==> config.mk <==
export PLATFORM = sky130hd
export DESIGN_NAME = dpram_sdp_ctrl
export DESIGN_NICKNAME = d
export VERILOG_FILES = /design/src/rtl/dpram_sdp_ctrl.sv
export SDC_FILE = /design/constraint.sdc
export NUM_CORES = 2
export LEC_CHECK = 0
export CAP_MARGIN = 30
export CORE_MARGIN = 10
export CORE_UTILIZATION = 55
export DETAILED_ROUTE_END_ITERATION = 10
export GPL_TIMING_DRIVEN = 0
export PLACE_DENSITY_LB_ADDON = 0.1
export SYNTH_ARGS = -nofsm -noshare
export SYNTH_HDL_FRONTEND = slang
export SYNTH_SLANG_ARGS = --single-unit
export TNS_END_PERCENT = 1
==> constraint.sdc <==
create_clock -name clock -period 12.4 [get_ports clock]
set_input_delay 3.72 -clock clock [delete_from_list [all_inputs] [get_ports clock]]
set_output_delay 3.72 -clock clock [all_outputs]
set_load 0.1 [all_outputs]
==> src/rtl/dpram_sdp_ctrl.sv <==
// dpram_sdp_ctrl: simple dual-port RAM with one write port and one read port
// on a shared clock.
//
// The array is DATA_W bits wide and 2**ADDR_W words deep, with a write enable
// per byte lane. Read latency is 1, or 2 when OUT_REG=1. RDW_MODE selects what
// a same-address read returns when it shares an edge with a write. After every
// reset a clear engine writes INIT_VAL to every word through the write port.
// User accesses are ignored while the clear engine runs.
//
// Ports:
//   clock      rising-edge clock
//   reset      synchronous, active-high reset; restarts the clear engine
//   data       write data
//   wraddress  write address
//   wren       write enable
//   byteena    per-lane write enable; bit b covers data[8b+7:8b]
//   rdaddress  read address
//   rden       read enable
//   q          read data; holds its last value between reads
//   rdvalid    one-cycle strobe marking q as the result of an accepted read
//   busy       high while the clear engine runs (this is the CLEAR state)
//
// Read handshake: a read is accepted at an edge where rden=1 and busy=0.
// There is no back-pressure, so one read can be accepted on every edge.
// Each accepted read produces exactly one rdvalid pulse, in order, 1 or 2
// cycles later (OUT_REG). A reset discards any read still in the pipeline.
module dpram_sdp_ctrl #(
    parameter int                DATA_W   = 8,
    parameter int                ADDR_W   = 8,
    parameter int                OUT_REG  = 0,
    parameter int                RDW_MODE = 0,
    parameter logic [DATA_W-1:0] INIT_VAL = '0
) (
    input  logic                  clock,
    input  logic                  reset,
    input  logic [DATA_W-1:0]     data,
    input  logic [ADDR_W-1:0]     wraddress,
    input  logic                  wren,
    input  logic [DATA_W/8-1:0]   byteena,
    input  logic [ADDR_W-1:0]     rdaddress,
    input  logic                  rden,
    output logic [DATA_W-1:0]     q,
    output logic                  rdvalid,
    output logic                  busy
);
    localparam int NB    = DATA_W / 8;
    localparam int DEPTH = 2 ** ADDR_W;

    typedef enum logic {ST_CLEAR = 1'b0, ST_READY = 1'b1} state_t;

    state_t            state_q, state_d;
    logic [ADDR_W-1:0] clr_ptr_q, clr_ptr_d;

    logic              clearing, user_ok, wr_acc, rd_acc;
    logic              mem_we;
    logic [ADDR_W-1:0] mem_wa;
    logic [DATA_W-1:0] mem_wd;
    logic [NB-1:0]     mem_be;

    logic [NB-1:0][7:0] mem [DEPTH];
    logic [DATA_W-1:0]  ram_rd_data;

    logic              v1_q, v1_d, v2_q, v2_d, has_q, has_d;
    logic              byp_hit_q, byp_hit_d;
    logic [NB-1:0]     byp_be_q, byp_be_d;
    logic [DATA_W-1:0] byp_data_q, byp_data_d;
    logic [DATA_W-1:0] out_q, out_d;
    logic [DATA_W-1:0] rd_word;

    // Clear sequencer: one word per edge, then READY until the next reset.
    always_comb begin
        state_d   = state_q;
        clr_ptr_d = clr_ptr_q;
        case (state_q)
            ST_CLEAR: begin
                clr_ptr_d = clr_ptr_q + ADDR_W'(1);
                if (clr_ptr_q == {ADDR_W{1'b1}}) begin
                    state_d = ST_READY;
                end
            end
            default: ;
        endcase
    end

    // Write-port arbitration. A reset edge performs no write of either kind,
    // so the first INIT_VAL lands on the edge after reset is released.
    always_comb begin
        clearing = (state_q == ST_CLEAR) && !reset;
        user_ok  = (state_q == ST_READY) && !reset;
        wr_acc   = user_ok && wren;
        rd_acc   = user_ok && rden;
        mem_we   = clearing || wr_acc;
        mem_wa   = clearing ? clr_ptr_q : wraddress;
        mem_wd   = clearing ? INIT_VAL  : data;
        mem_be   = clearing ? {NB{1'b1}} : byteena;
    end

    // Read pipeline and outputs. The RAM read register always returns
    // old data. New-data mode is provided by remembering the colliding
    // write's lanes and data, and merging them over the RAM word afterwards.
    // This keeps the array a plain block RAM.
    always_comb begin
        v1_d       = rd_acc;
        v2_d       = v1_q;
        has_d      = has_q || rd_acc;
        byp_hit_d  = byp_hit_q;
        byp_be_d   = byp_be_q;
        byp_data_d = byp_data_q;
        if (rd_acc) begin
            byp_hit_d  = (RDW_MODE != 0) && wr_acc && (wraddress == rdaddress);
            byp_be_d   = byteena;
            byp_data_d = data;
        end

        rd_word = ram_rd_data;
        for (int b = 0; b < NB; b++) begin
            if (byp_hit_q && byp_be_q[b]) begin
                rd_word[8*b +: 8] = byp_data_q[8*b +: 8];
            end
        end

        out_d = v1_q ? rd_word : out_q;

        // The RAM register has no reset. At latency 1, q is forced to 0
        // until the first read after reset has completed.
        if (OUT_REG != 0) begin
            q       = out_q;
            rdvalid = v2_q;
        end else begin
            q       = has_q ? rd_word : '0;
            rdvalid = v1_q;
        end
        busy = (state_q == ST_CLEAR);
    end

    always_ff @(posedge clock) begin
        if (reset) begin
            state_q    <= ST_CLEAR;
            clr_ptr_q  <= '0;
            v1_q       <= 1'b0;
            v2_q       <= 1'b0;
            has_q      <= 1'b0;
            byp_hit_q  <= 1'b0;
            byp_be_q   <= '0;
            byp_data_q <= '0;
            out_q      <= '0;
        end else begin
            state_q    <= state_d;
            clr_ptr_q  <= clr_ptr_d;
            v1_q       <= v1_d;
            v2_q       <= v2_d;
            has_q      <= has_d;
            byp_hit_q  <= byp_hit_d;
            byp_be_q   <= byp_be_d;
            byp_data_q <= byp_data_d;
            out_q      <= out_d;
        end
    end

    // Storage array: byte-enabled write port and clock-enabled read register.
    always_ff @(posedge clock) begin
        if (mem_we) begin
            for (int b = 0; b < NB; b++) begin
                if (mem_be[b]) begin
                    mem[mem_wa][b] <= mem_wd[8*b +: 8];
                end
            end
        end
        if (rd_acc) begin
            ram_rd_data <= mem[rdaddress];
        end
    end

endmodule

# --- Word-level counts from Yosys, hierarchy flattened ---
# Memory sizes are Yosys's and may differ from the RTL's. A register that Yosys moved wholly into a read port is not among the register bits.
# Cells that the tools add are included.
totals:
  word_cells: 24
  output_inout_bits: 10
  mem_bits_rw: 2048
  mem_count: 1
  regBits: 11
  in_bits: 29
op_classes:
  n_eq_ne: 1
  n_bitwise: 1
  reduce_logical: 7
  muxes: 9
  add_sub_neg: 1
mem_list:
  columns: ["memory", "words", "width", "rd", "rd_ports_with_merged_regs", "write_ports", "line_no", "source"]
  rows:
  - ["mem", 256, 8, 1, 1, 1, "60", "logic [NB-1:0][7:0] mem [DEPTH];"]
ops:
  columns: ["operator", "n"]
  rows:
  - ["$mux 8", 3]
  - ["$add 8x1->8 const B", 1]
  - ["$eq 8x8->1 const B", 1]
  - ["$mux 1", 6]
  - ["$logic_and 1x1->1", 4]
  - ["$logic_or 1x1->1", 2]
  - ["$logic_not 1->1", 1]
  - ["$not 1->1", 1]

# --- Depth between registers and ports, before layout ---
logic_depth:
  ltp_word: 6
  depth_mapped: 11
  mapped_depth_nobuf: 6

# --- Worst setup path before layout ---
# No wires, ideal clock.
synth_timing:
  kind: "input to register"
  start: "input reset"
  end: "memory mem[0][0] (netlist bit), data pin"
  n_path_buf: 2
  setup_slack_ns: 0.617
  required_time_ns: 10.954
  arrival_time_ns: 10.337
  setup_ns: 1.446
  stages: 4
  cell_sequence: "nor2_1 buf_2 clkbuf_1 nor2b_1"
synth_via:
  elab_chain_cells: 3
synth_lines:
  columns: ["item", "line_no", "source"]
  rows:
  - ["from (decl)", "35", "input logic reset,"]
  - ["$logic_not 1->1", "88", "clearing = (state_q == ST_CLEAR) && !reset;"]
  - ["$logic_and 1x1->1", "88", null]
  - ["$mux 8", "94", "mem_wd = clearing ? INIT_VAL : data;"]
  - ["net mem_wd[0]", "57", "logic [DATA_W-1:0] mem_wd;"]
  - ["to (decl)", "60", null]
# The timed path passes the listed nets, and every way through them passes these cells.

==> results.sh <==
export IMPL_status="finished, final reports clean"
export IMPL_rrSetupSlack_ns=7.98
export IMPL_grt_overflow=0
export IMPL_synthCells=3861
export IMPL_port_buffers=35
export IMPL_clockBufferDepth=3
export IMPL_p_sw_uw=3265
export IMPL_p_sw_share_pct=22.40
export IMPL_dp_hpwl_mm=178.2
export IMPL_power_internal_uw=11310
export IMPL_r2r_start="state_q"
export IMPL_synth_edff_count=2056
export IMPL_setup_tns_ns=0
export IMPL_final_nets=4261
export IMPL_worstMarginPinSlew_ns=1.271
export IMPL_cts_tree="built"
export IMPL_clk_latency_ns=0.85
export IMPL_cts_buffers=202
export IMPL_coreArea_um2=144200
export IMPL_place_congestion=1.002
export IMPL_cp_start_kind="input port"
export IMPL_reg2regPathDepth=8
export IMPL_grt_use_total_pct=31.22
export IMPL_drc=0
export IMPL_irDropWorstVdd_uv=121.0
export IMPL_cts_resized_gates=0
export IMPL_period_share_pct=70.28
export IMPL_cp_data_required_time_ns=12.91
export IMPL_ys_types=65
export IMPL_rsz0062_at_grt="false"
export IMPL_cp_end_kind="register"
export IMPL_syn_nets=3891
export IMPL_path_cells="clkdlybuf4s50_1 > buf_2 > nor2b_1 > buf_2 > buf_1 > nand2_1 > a31oi_1 > nor4_1 > nor4_1"
export IMPL_fmax_mhz=114.8
export IMPL_async_reset_ff_share_pct=0
export IMPL_die_height_um=401.6
export IMPL_cp_arrival_ns=9.22
export IMPL_viasPerCell=6.886
export IMPL_fin_worst_skew_ns=0.03524
export IMPL_drv_slew=0
export IMPL_grt_pass1_wl_mm=345.2
export IMPL_layout_common_cells="edfxtp_1 (2056), mux4_2 (434), nor2_1 (310)"
export IMPL_slowest_delay_ns=1.06
export IMPL_holdCritStartpoint="has_q"
export IMPL_area_growth_syn_to_layout_pct=13.90
export IMPL_power_frac_comb_pct=6.2
export IMPL_cts_hold_buffers=0
export IMPL_final_instance_count_excl_fill=6308
export IMPL_clock_tree_root_cell="clkbuf_16"
export IMPL_rows=139
export IMPL_cap_violations=0
export IMPL_dr_pass1_iters=6
export IMPL_drtIter0Drc=7498
export IMPL_io_pins=39
export IMPL_crit_fanout=10
export IMPL_cp_depth=9
export IMPL_synth_seq_cells=2067
export IMPL_numPlacedInstances=5918
export IMPL_num_vias=43440
export IMPL_cpLargestDelayFamily="buffers and inverters"
export IMPL_die_area_um2=161300
export IMPL_avgRoutedWirePerCell_um=40.28
export IMPL_syn_area_um2=80070
export IMPL_power_frac_seq_pct=52.8
export IMPL_grt_pass1_vias=41950
export IMPL_crit_buf_inv=4
export IMPL_holdCritPathClass="register to register"
export IMPL_die_x_um=401.6
export IMPL_grt_max_degree=55
export IMPL_reg2reg_to="mem[95][1]"
export IMPL_clkPwrFrac_pct=41.0
export IMPL_initial_utilization_pct=55.54
export IMPL_ys_warn_count=0
export IMPL_drt_total_wl_mm=254.1
export IMPL_antenna_found_initial=17
export IMPL_holdWs_ns=0.5733
export IMPL_avgSynthCellArea_um2=20.74
export IMPL_hold_end="has_q"
export IMPL_whs_path_depth=1
export IMPL_cts_sinks=2067
export IMPL_ys_flop_type="edfxtp_1"
export IMPL_setup_viol=0
export IMPL_fin_crit_ns=8.714
export IMPL_final_hold_viol_count=0
export IMPL_power_density_nw_per_um2=159.8
export IMPL_ant_nets=0
export IMPL_clkSlewWorstSetupHoldPaths_ns=0.06
export IMPL_htreeDepth=4
export IMPL_crit_path_top_delay_cell="clkdlybuf4s50_1"
export IMPL_final_common_cell="edfxtp_1"
export IMPL_p_leak_uw=0.02880
export IMPL_slew_headroom_pct=14.52
export IMPL_criticalPathCategory="input port to register"
export IMPL_ys_seq_area_share_pct=77.38
export IMPL_post_route_cells_drive_above_1_share_pct=22.56
export IMPL_cts_setup_buffers=0
-- worst max path at each step --
stage / endpoint / from
6_report: ram_rd_data[4] / rdaddress[2]
5_1_grt: ram_rd_data[4] / rdaddress[2]
4_1_cts: ram_rd_data[4] / rdaddress[2]
3_5_place_dp: ram_rd_data[4] / rdaddress[2]
3_3_place_gp: mem[99][2] / reset
2_1_floorplan: mem[0][0] / reset
-- Yosys cell counts, types with 14 or more instances --
library cell	instances	area, µm²
a221oi_1	17	148.9
clkbuf_1	106	397.9
o22ai_1	14	87.58
o21ai_0	22	110.1
buf_2	52	260.3
nand2b_1	15	93.84
edfxtp_1	2056	61740
nor2_1	310	1164
mux4_2	434	9774
a21oi_1	102	510.5
nor2b_1	15	93.84
buf_6	24	270.3
buf_4	37	277.8
nand3_1	27	135.1
a22oi_1	190	1426
nand2_1	68	255.2
o221ai_1	35	306.5
a211oi_1	15	112.6
mux2i_1	126	1261
nor4_1	36	225.2
-- layout make-up --
| type | instances | area (µm²) |
|---|---|---|
| well taps | 1903 | 2381 |
| diodes | 3 | 7.507 |
| clock inverters | 114 | 1007 |
| flip-flops and latches | 2067 | 61960 |
| repair buffers | 166 | 2298 |
| multi-input cells | 1551 | 16790 |
| inverters | 4 | 15.01 |
| plain buffers | 239 | 1385 |
| fillers | 9788 | 52970 |
| clock buffers | 261 | 5361 |
-- power by group through the flow --
stage	sequential [µW]	clock (µW)	combinational, µW
floorplan	7880	0	415
global placement	7930	0	801
detailed placement	7840	0	873
CTS	7690	6000	875
global route	7690	6290	911
finish	7690	5980	905
-- cells by family (layout without fill, tap and decap cells) --
group                      after synthesis  after routing  synth area share [%]
DFF                                   2067           2067                 77.38
muxes                                  572            572                 13.99
and+or+nand+nor                        524            524                 2.936
AOI/OAI and AO/OA                      447            447                 3.870
buffers and inverters                  243            784                 1.736
xor gates and xnor gates                 7              7               0.07657
adders and majority gates                1              1               0.01562
other                                    0              3                     0
-- through the flow --
stage | power [µW] | area (µm²) | util [%] | setup WS [ns]
final | 14580 | 91210 | 63.26 | 3.686
after global routing | 14890 | 91200 | 63.25 | 4.112
after CTS | 14570 | 91120 | 63.20 | 4.100
after detailed placement | 8714 | 84750 | 58.78 | 3.231
after global placement | 8727 | 82810 | 57.43 | -9.257
after floorplan | 8294 | 80070 | - | 0.6165
-- routing by layer --
layer	up-vias	GRT usage, %	share of wire [%]
met1	22790	42.26	36
met3	612	8.545	12
li1	16900	-	-
met5	-	0	0.028
met4	10	16.31	6.3
met2	3129	46.61	45
-- flip-flops by register name (all words and copies together) (netlist names) --
register and count:
clr_ptr_q 8, has_q 1, mem 2048, ram_rd_data 8, rdvalid 1, state_q 1
-- worst register-to-register path, delay by kind of cell (launching register included) --
kind,cells,cell delay [ns]
AO/OA/AOI/OAI,1,0.72
buffers and inverters,4,1.33
flip-flops,1,0.29
AND/OR/NAND/NOR,3,1.69
Note: power is estimated with default switching activity, not from simulation.
